### src/rtl/shrimp_alu_issue.sv
// shrimp_alu_issue: issue/sequencing front end for the combinational shrimp ALU.
// It accepts a request (function code + two operands), expands it into one or
// two ALU micro-ops, and returns the post-processed result over valid/ready.
//
// Ports:
//   clk, rst_n            clock (rising edge), asynchronous active-low reset
//   in_valid/in_ready     request handshake; in_func/in_a/in_b are the request
//   alu_op/alu_a/alu_b    micro-op driven to the ALU
//   alu_result            combinational ALU result for the current micro-op
//   out_valid/out_ready   result handshake; out_result/out_err are the result
module shrimp_alu_issue #(
  parameter int WIDTH = 32
) (
  input  logic             clk,
  input  logic             rst_n,
  input  logic             in_valid,
  output logic             in_ready,
  input  logic [3:0]       in_func,
  input  logic [WIDTH-1:0] in_a,
  input  logic [WIDTH-1:0] in_b,
  output logic [3:0]       alu_op,
  output logic [WIDTH-1:0] alu_a,
  output logic [WIDTH-1:0] alu_b,
  input  logic [WIDTH-1:0] alu_result,
  output logic             out_valid,
  input  logic             out_ready,
  output logic [WIDTH-1:0] out_result,
  output logic             out_err
);

  typedef enum logic [3:0] {
    OP_XOR  = 4'd0,
    OP_AND  = 4'd1,
    OP_OR   = 4'd2,
    OP_ADDU = 4'd3,
    OP_ADDS = 4'd4,
    OP_NEG  = 4'd5,
    OP_CMP  = 4'd6,
    OP_SLL  = 4'd7,
    OP_SRL  = 4'd8,
    OP_SRA  = 4'd9
  } alu_opcode_e;

  typedef enum logic [1:0] {
    IDLE  = 2'd0,
    EXEC1 = 2'd1,
    EXEC2 = 2'd2,
    DONE  = 2'd3
  } state_e;

  // Macro-op function codes (codes 0..9 map straight onto ALU opcodes).
  localparam logic [3:0] F_SUB = 4'd10;
  localparam logic [3:0] F_SLT = 4'd11;
  localparam logic [3:0] F_SEQ = 4'd12;
  localparam logic [3:0] F_NOT = 4'd13;

  state_e           r_state;
  logic [3:0]       r_func;
  logic [WIDTH-1:0] r_a;
  logic [WIDTH-1:0] r_b;
  logic [WIDTH-1:0] r_tmp;
  logic [WIDTH-1:0] r_result;
  logic             r_err;

  alu_opcode_e      w_op;
  logic [WIDTH-1:0] w_alu_a;
  logic [WIDTH-1:0] w_alu_b;
  logic [WIDTH-1:0] w_post;
  logic             w_illegal;

  assign in_ready   = (r_state == IDLE);
  assign out_valid  = (r_state == DONE);
  assign out_result = r_result;
  assign out_err    = r_err;
  assign alu_op     = w_op;
  assign alu_a      = w_alu_a;
  assign alu_b      = w_alu_b;

  // Codes 14 and 15 are the only illegal ones.
  assign w_illegal = (in_func[3:1] == 3'b111);

  // Micro-op selection. Outside EXEC1/EXEC2 the ALU sees a harmless XOR of zeros.
  always_comb begin
    w_op    = OP_XOR;
    w_alu_a = '0;
    w_alu_b = '0;
    case (r_state)
      EXEC1: begin
        case (r_func)
          F_SUB: begin
            // First half of A-B: negate B.
            w_op    = OP_NEG;
            w_alu_a = r_b;
            w_alu_b = '0;
          end
          F_SLT, F_SEQ: begin
            w_op    = OP_CMP;
            w_alu_a = r_a;
            w_alu_b = r_b;
          end
          F_NOT: begin
            w_op    = OP_XOR;
            w_alu_a = r_a;
            w_alu_b = '1;
          end
          default: begin
            w_op    = alu_opcode_e'(r_func);
            w_alu_a = r_a;
            w_alu_b = r_b;
          end
        endcase
      end
      EXEC2: begin
        // Second half of A-B: A + (-B).
        w_op    = OP_ADDS;
        w_alu_a = r_a;
        w_alu_b = r_tmp;
      end
      default: begin
        w_op    = OP_XOR;
        w_alu_a = '0;
        w_alu_b = '0;
      end
    endcase
  end

  // Result post-processing for single-step ops: comparisons reduce to one flag bit.
  always_comb begin
    case (r_func)
      F_SLT:   w_post = {{(WIDTH-1){1'b0}}, alu_result[1]};
      F_SEQ:   w_post = {{(WIDTH-1){1'b0}}, alu_result[2]};
      default: w_post = alu_result;
    endcase
  end

  always_ff @(posedge clk or negedge rst_n) begin
    if (!rst_n) begin
      r_state  <= IDLE;
      r_func   <= '0;
      r_a      <= '0;
      r_b      <= '0;
      r_tmp    <= '0;
      r_result <= '0;
      r_err    <= 1'b0;
    end else begin
      case (r_state)
        IDLE: begin
          if (in_valid) begin
            r_func <= in_func;
            r_a    <= in_a;
            r_b    <= in_b;
            if (w_illegal) begin
              r_result <= '0;
              r_err    <= 1'b1;
              r_state  <= DONE;
            end else begin
              r_err   <= 1'b0;
              r_state <= EXEC1;
            end
          end
        end
        EXEC1: begin
          r_tmp <= alu_result;
          if (r_func == F_SUB) begin
            r_state <= EXEC2;
          end else begin
            r_result <= w_post;
            r_state  <= DONE;
          end
        end
        EXEC2: begin
          r_tmp    <= alu_result;
          r_result <= alu_result;
          r_state  <= DONE;
        end
        DONE: begin
          // No bypass: the next request can only be taken once back in IDLE.
          if (out_ready) begin
            r_state <= IDLE;
          end
        end
        default: r_state <= IDLE;
      endcase
    end
  end

endmodule

### config.mk
export PLATFORM = sky130hd
export DESIGN_NAME = shrimp_alu_issue
export DESIGN_NICKNAME = d
export VERILOG_FILES = /design/src/rtl/shrimp_alu_issue.sv
export SDC_FILE = /design/constraint.sdc
export NUM_CORES = 1
export LEC_CHECK = 0
export CAP_MARGIN = 20
export CELL_PAD_IN_SITES_DETAIL_PLACEMENT = 1
export CELL_PAD_IN_SITES_GLOBAL_PLACEMENT = 2
export CORE_MARGIN = 2
export CORE_UTILIZATION = 28
export DETAILED_ROUTE_END_ITERATION = 8
export PLACE_DENSITY_LB_ADDON = 0.15
export SYNTH_ARGS = -nofsm -noshare
export SYNTH_HDL_FRONTEND = slang
export SYNTH_SLANG_ARGS = --single-unit
### constraint.sdc
create_clock -name clk -period 2.35 [get_ports clk]
set_input_delay 0.3525 -clock clk [delete_from_list [all_inputs] [get_ports clk]]
set_output_delay 0.3525 -clock clk [all_outputs]
set_load 0.02 [all_outputs]
==> run metrics, run 1 <==
# H-tree levels 4; Synth Register Bits about 140; Final nets between 900 and 1k; Max Transition Viols Final 0; clock sinks approximately 140; synthesized area per cell between 10 and 15 um2; cell taking the most area after synthesis dfrtp_1; multiplexer share of the synthesized area 12.26%; Async SR Flop Fraction 100.0%; via count approximately 5.4k; post-synthesis compound-gate area fraction 15.03%; syn_nets 731; Worst Path Arrival 2.06 ns; GRT Total Usage 19.79%; TritonCTS buffer count 17; fin area ~10000 um2; clock buffer depth 2; Area Overhead vs Synth 56.51%; Leak 4.298 nW; DR vias/cell 4.753; Cells after DPL 1091; violated checks setup timing; Syn Inst Count around 620; CTS Root Cell clkbuf_16; kind of critical path register to primary output; Hold Violations, Final 0; port bufs about 210; core area roughly 23000 um2; sequential share of the synthesized area between 50% and 60%; Req. time, crit path 2.00 ns; relative slew slack a little under three fifths; Die Width ~160 um; max_cap viols 0; top_reg_cell synth dfrtp_1; Warnings, synthesis 0; Clock Latency Late Sink between 0.4 and 0.5 ns; Hold WS between 0.4 and 0.5 ns; DR DRC count 0; DP Area a little under 9000 um2; CTS clk-pin slew, worst paths 0.06 ns; Fin Clk Skew ~0.0061 ns; vias in the first global route between 5k and 6k; EDFF count, synth 0; die footprint about 24000 um2; element type at the critical path start register; Tcrit/Tclk final 102.7%; crit path from r_state[0]; GP Congestion between 0.8 and 0.9; simple-gate share of the synthesized area between 10 and 15%; crit end category primary output; Hold/Removal Path Class primary input to asynchronous set/reset pin; CTS tree yes; non-filler cells, final around 1.1k; commonest non-fill, non-tap cells in the layout clkdlybuf4s50_1 (137), dfrtp_1 (133), nand2_1 (99); CP Max Fanout 8; fin worst setup slack -0.06315 ns; num ports around 210; leading cell type in the layout, fill and taps excluded clkdlybuf4s50_1; antenna violations before repair 2; initial drt markers 190; pre-CTS setup slack -0.1187 ns; Worst R2R Start r_state[0]; DRT Pass-1 Iters 4; largest net degree at the start of global routing 65; Least-Margin Pin Slew 0.6556 ns; Adder-Cell Fraction of Synth Area 0.7797%; pwr dens 1696 nW/um2; Synth Area in XOR/XNOR 0.1365%; Post-Syn Area approximately 6400 um2; endpoints failing setup 16; GRT overflow 0; HPWL Detailed about 16 mm; drt total wl about 24 mm; minimum clock period 2.413 ns; peak supply drop 821.7 uV; first-pass GRT wire length between 30 and 40 mm; number of routed nets with antenna violations 0; initial core utilization between 20% and 30%; Wirelength per Cell ~21 um; synth unique cells 38; post-synth top area share between 50% and 60%; RSZ-0062 raised after global routing true; FMAX around 0.41 GHz; layout cells sized above 1 a little over a third; status complete, but fails checks; main combinational cell family by area after synthesis compound AO/OA/AOI/OAI gates; Die H between 150 and 200 um; top post-synthesis cells by area dfrtp_1 (53%), mux2_2 (12%), nand2_1 (5.9%), o21ai_0 (4.6%), o21ai_2 (4.2%); row count 55
-- where the power goes --
group | internal [mW] | switching, mW
registers | 3.53 | 1.01
clock network | 1.67 | 1.09
logic | 4.48 | 5.25
-- flip-flops by register name, indices dropped and copies added, names as in the netlist --
name / count
out_err: 1
out_result: 32
r_a: 32
r_b: 32
r_func: 4
r_state: 2
r_tmp: 32
-- metal layers --
metal / track usage [%] / vias up / share of wire, %
li1: - / 2560 / -
met5: 0 / - / 0.050
met4: 6.684 / 2 / 2.1
met1: 26.80 / 2692 / 46
met2: 30.59 / 153 / 46
met3: 5.460 / 31 / 5.5
-- what timing repair did --
| item | 4_1_cts | 5_1_grt |
|---|---|---|
| hold buffers | 1 | 0 |
| pin swaps | 16 | 11 |
| buffers inserted | 8 | 5 |
| hold endpoints to repair | 49 | 0 |
| resized for setup | 365 | 88 |
| setup endpoints to repair | 66 | 65 |
| cloned | 5 | 4 |
-- path summary, 6_finish.rpt --
kind | endpoint | slack, ns | depth (start not counted)
worst max-delay path | alu_a[2] | -0.06 | 8
worst min-delay path | out_result[23] | 0.45 | 2
worst max register to register | out_result[10] | 0.37 | 6
worst min register to register | out_result[6] | 0.48 | 2
max in group asynchronous | r_func[3] | 1.23 | 3
min in group clk | out_result[6] | 0.48 | 2
-- worst max-delay path, stage by stage (launching register included) --
cell     delay (ns)
dfrtp_1        0.40
buf_6          0.13
ha_4           0.17
a21o_4         0.24
buf_8          0.14
buf_16         0.15
a22oi_2        0.16
nor2b_1        0.08
buf_4          0.16
-- stage by stage --
| step | utilization (%) | setup TNS, ns | total power, mW |
|---|---|---|---|
| after floorplan | - | 0 | 9.225 |
| after global placement | 39.60 | -1.124 | 12.95 |
| after detailed placement | 39.60 | -2.215 | 13.13 |
| after CTS | 42.98 | -0.4481 | 16.44 |
| after global routing | 44.51 | -3.428 | 18.08 |
| final | 44.51 | -0.4757 | 17.03 |
-- cells by family (layout without fill, tap and decap cells) --
logic type / after synthesis / after routing
other: 0 / 1
adder cells (fa/ha/maj): 4 / 4
AND/OR/NAND/NOR: 188 / 188
multiplexers: 70 / 70
flip-flops: 135 / 135
AO/OA/AOI/OAI: 144 / 144
buffers and inverters: 81 / 316
XOR/XNOR: 1 / 1
-- synthesized netlist by cell type, types with 2 or more instances --
library cell,count
buf_6,3
a22oi_1,33
nor2_1,35
inv_1,35
a21oi_1,5
a21o_1,2
ha_1,4
and2_1,2
clkbuf_1,20
mux2_2,69
nand3_1,3
o21ai_2,31
o21ai_1,7
nor3b_1,2
nand2_1,101
nor2b_1,35
buf_2,22
o21ai_0,59
nand4bb_1,2
dfrtp_1,135
-- layout make-up --
| type | instances | area, um2 |
|---|---|---|
| repair buffers | 250 | 2556 |
| flip-flops and latches | 135 | 3381 |
| clock inverters | 14 | 173.9 |
| fillers | 2424 | 12530 |
| well taps | 285 | 356.6 |
| multi-input cells | 407 | 3019 |
| inverters | 35 | 131.4 |
| diodes | 1 | 2.502 |
| clock buffers | 17 | 425.4 |
Note: power is estimated with default switching activity, not from simulation.
==> inputs of run 2 (changes only) <==
Settings changed: CELL_PAD_IN_SITES_DETAIL_PLACEMENT 1 to unset, CELL_PAD_IN_SITES_GLOBAL_PLACEMENT 2 to unset, CORE_UTILIZATION 28 to 47, SLEW_MARGIN set to 10.
==> run 2 against run 1 <==
The flow still finishes with violations (setup timing). Critical endpoint is now alu_a[30]. Clock power increased by 3%. Die area decreased by 40%. Utilization increased by 27 points. Highest routed layer is now met4. Via count decreased by 0.37%. Cell area decreased by 5.2%. Final cell count decreased by 10%.
==> run metrics, run 2 (synthesized netlist as in run 1, its figures left out) <==
fill cell count 988; Seq pwr share ~28%; non-filler cells, final between 1k and 1.5k; sw frac between 40% and 50%; CTS tree yes; ANT cells 0; minimum clock period approximately 2.4 ns; DR DRC count 0; Psw 6.702 mW; Reg area ~3400 um2; commonest non-fill, non-tap cells in the layout clkdlybuf4s50_1 (137), dfrtp_1 (133), nand2_1 (100); first-pass GRT wire length slightly below 30 mm; fin worst setup slack -0.007286 ns; kind of critical path register to primary output; port bufs slightly above 200; Worst R2R Start r_func[0]; Hold Path Sink out_result[13]; Largest delay share family, worst path buffers and inverters; row count 42; initial core utilization 48.28%; Least-Margin Pin Slew between 0.6 and 0.7 ns; Clock Latency Late Sink around 0.42 ns; status complete, but fails checks; Comb power frac between 50% and 60%; FMAX about 0.42 GHz; HP Start out_result[13]; Pwr Total about 16 mW; endpoints failing setup 2; drt total wl between 15 and 20 mm; CP peak stage delay around 0.41 ns; antenna violations before repair 0; CP max-delay cell dfrtp_1; worst r2r dst out_result[22]; Hold Violations, Final 0; Hold/Removal Path Class register to register; core area ~13000 um2; Cells after DPL 987; peak supply drop slightly above 800 uV; # H-tree levels 4; DR vias/cell 5.270; HPWL Detailed approximately 13 mm; number of routed nets with antenna violations 0; pre-CTS setup slack -0.1932 ns; Req. time, crit path about 2 ns; Fin Clk Skew 0.007933 ns; vias in the first global route between 5k and 6k; layout cells sized above 1 about a third; Max Transition Viols Final 0; Area Overhead vs Synth 48.30%; Tcrit/Tclk final 100.3%; R2R cell count 7; clock network power share around 18%; area used by multi-input combinational logic 2899 um2; GP Congestion ~0.89; crit end category primary output; DRT Pass-1 Iters 6; Reg2Reg Setup Slack approximately 0.40 ns; num ports around 210; RSZ-0062 raised after global routing true; Die H ~120 um; Buffers & Inverters on Critical Path 3; via count approximately 5.4k; CP Max Fanout 12; Leak 4.203 nW; CTS clk-pin slew, worst paths roughly 0.06 ns; die footprint 14610 um2; CTS Root Cell clkbuf_16; violated checks setup timing; Final nets roughly 950; TritonCTS buffer count 17; GRT overflow 0; element type at the critical path start register; max_cap viols 0; Worst Path Arrival around 2 ns; Wirelength per Cell approximately 19 um; setup TNS -0.01362 ns; clock sinks between 100 and 150; GRT Total Usage between 20% and 30%; hold path cells 2; CP cell instances buf_6, ha_4, a21o_4, buf_16, a22oi_2, nor2b_1, buf_4; relative slew slack 55.89%; clock buffer depth 2; initial drt markers between 300 and 400; pwr dens between 1500 and 2000 nW/um2; largest net degree at the start of global routing 71; leading cell type in the layout, fill and taps excluded clkdlybuf4s50_1; Pint 9.270 mW; Util after Layout between 70% and 80%; Die Width ~120 um
==> run 2: worst max-delay path by stage <==
stage / startpoint / to / cells past startpoint
after floorplan: r_state[0] / alu_op[3] / 6
after global placement: r_state[0] / alu_b[8] / 6
after detailed placement: r_state[0] / alu_b[8] / 6
after CTS: r_state[0] / alu_b[8] / 6
after global routing: r_state[0] / alu_a[4] / 7
final: r_state[0] / alu_a[30] / 7
==> run 2: layout make-up <==
cell class | count | share of cell area, %
clock inverter | 8 | 1.498
sequential | 135 | 35.52
multi-input combinational | 407 | 30.45
tap | 176 | 2.313
clock buffer | 24 | 5.166
timing repair buffer | 243 | 23.67
inverter | 35 | 1.380
==> run 2: through the flow <==
step	cell area [um2]	hold WS, ns
2_1_floorplan	6419	0.05691
3_3_place_gp	8792	0.4046
3_5_place_dp	8792	0.4096
4_1_cts	9296	0.4767
5_1_grt	9519	0.4979
6_report	9519	0.4743
==> run 2: repair_timing <==
item                                   CTS  global route
gates cloned                             2             2
buffers inserted                         2             2
hold buffers                             1             0
resized for setup                      323            54
setup endpoints to repair               68            63
endpoints found under the hold margin   67             0
pin swaps                                0             6
==> run 2: per-layer routing <==
metal / up-vias / share of wire (%) / wire, um / global-route usage (%)
met1: 2653 / 46 / 8714 / 38.11
met3: 24 / 6.0 / 1158 / 6.438
met2: 199 / 47 / 8928 / 38.31
met4: 0 / 1.8 / 348 / 8.866
li1: 2542 / - / - / -
met5: - / 0 / 0 / 0
==> run 2: worst reg2reg max path, delay by kind of cell (launching register included) <==
| family | cells | cell delay (ns) |
|---|---|---|
| buf+inv | 3 | 0.56 |
| compound gates | 2 | 0.52 |
| simple gates | 2 | 0.36 |
| flops | 1 | 0.40 |
==> run 2: power groups by stage <==
stage	logic, mW	clock network (mW)	registers, mW
2_1_floorplan	4.82	0	4.40
3_5_place_dp	8.40	0	4.40
5_1_grt	9.26	2.97	4.64
4_1_cts	8.19	2.87	4.41
3_3_place_gp	8.26	0	4.37
6_report	8.61	2.84	4.52
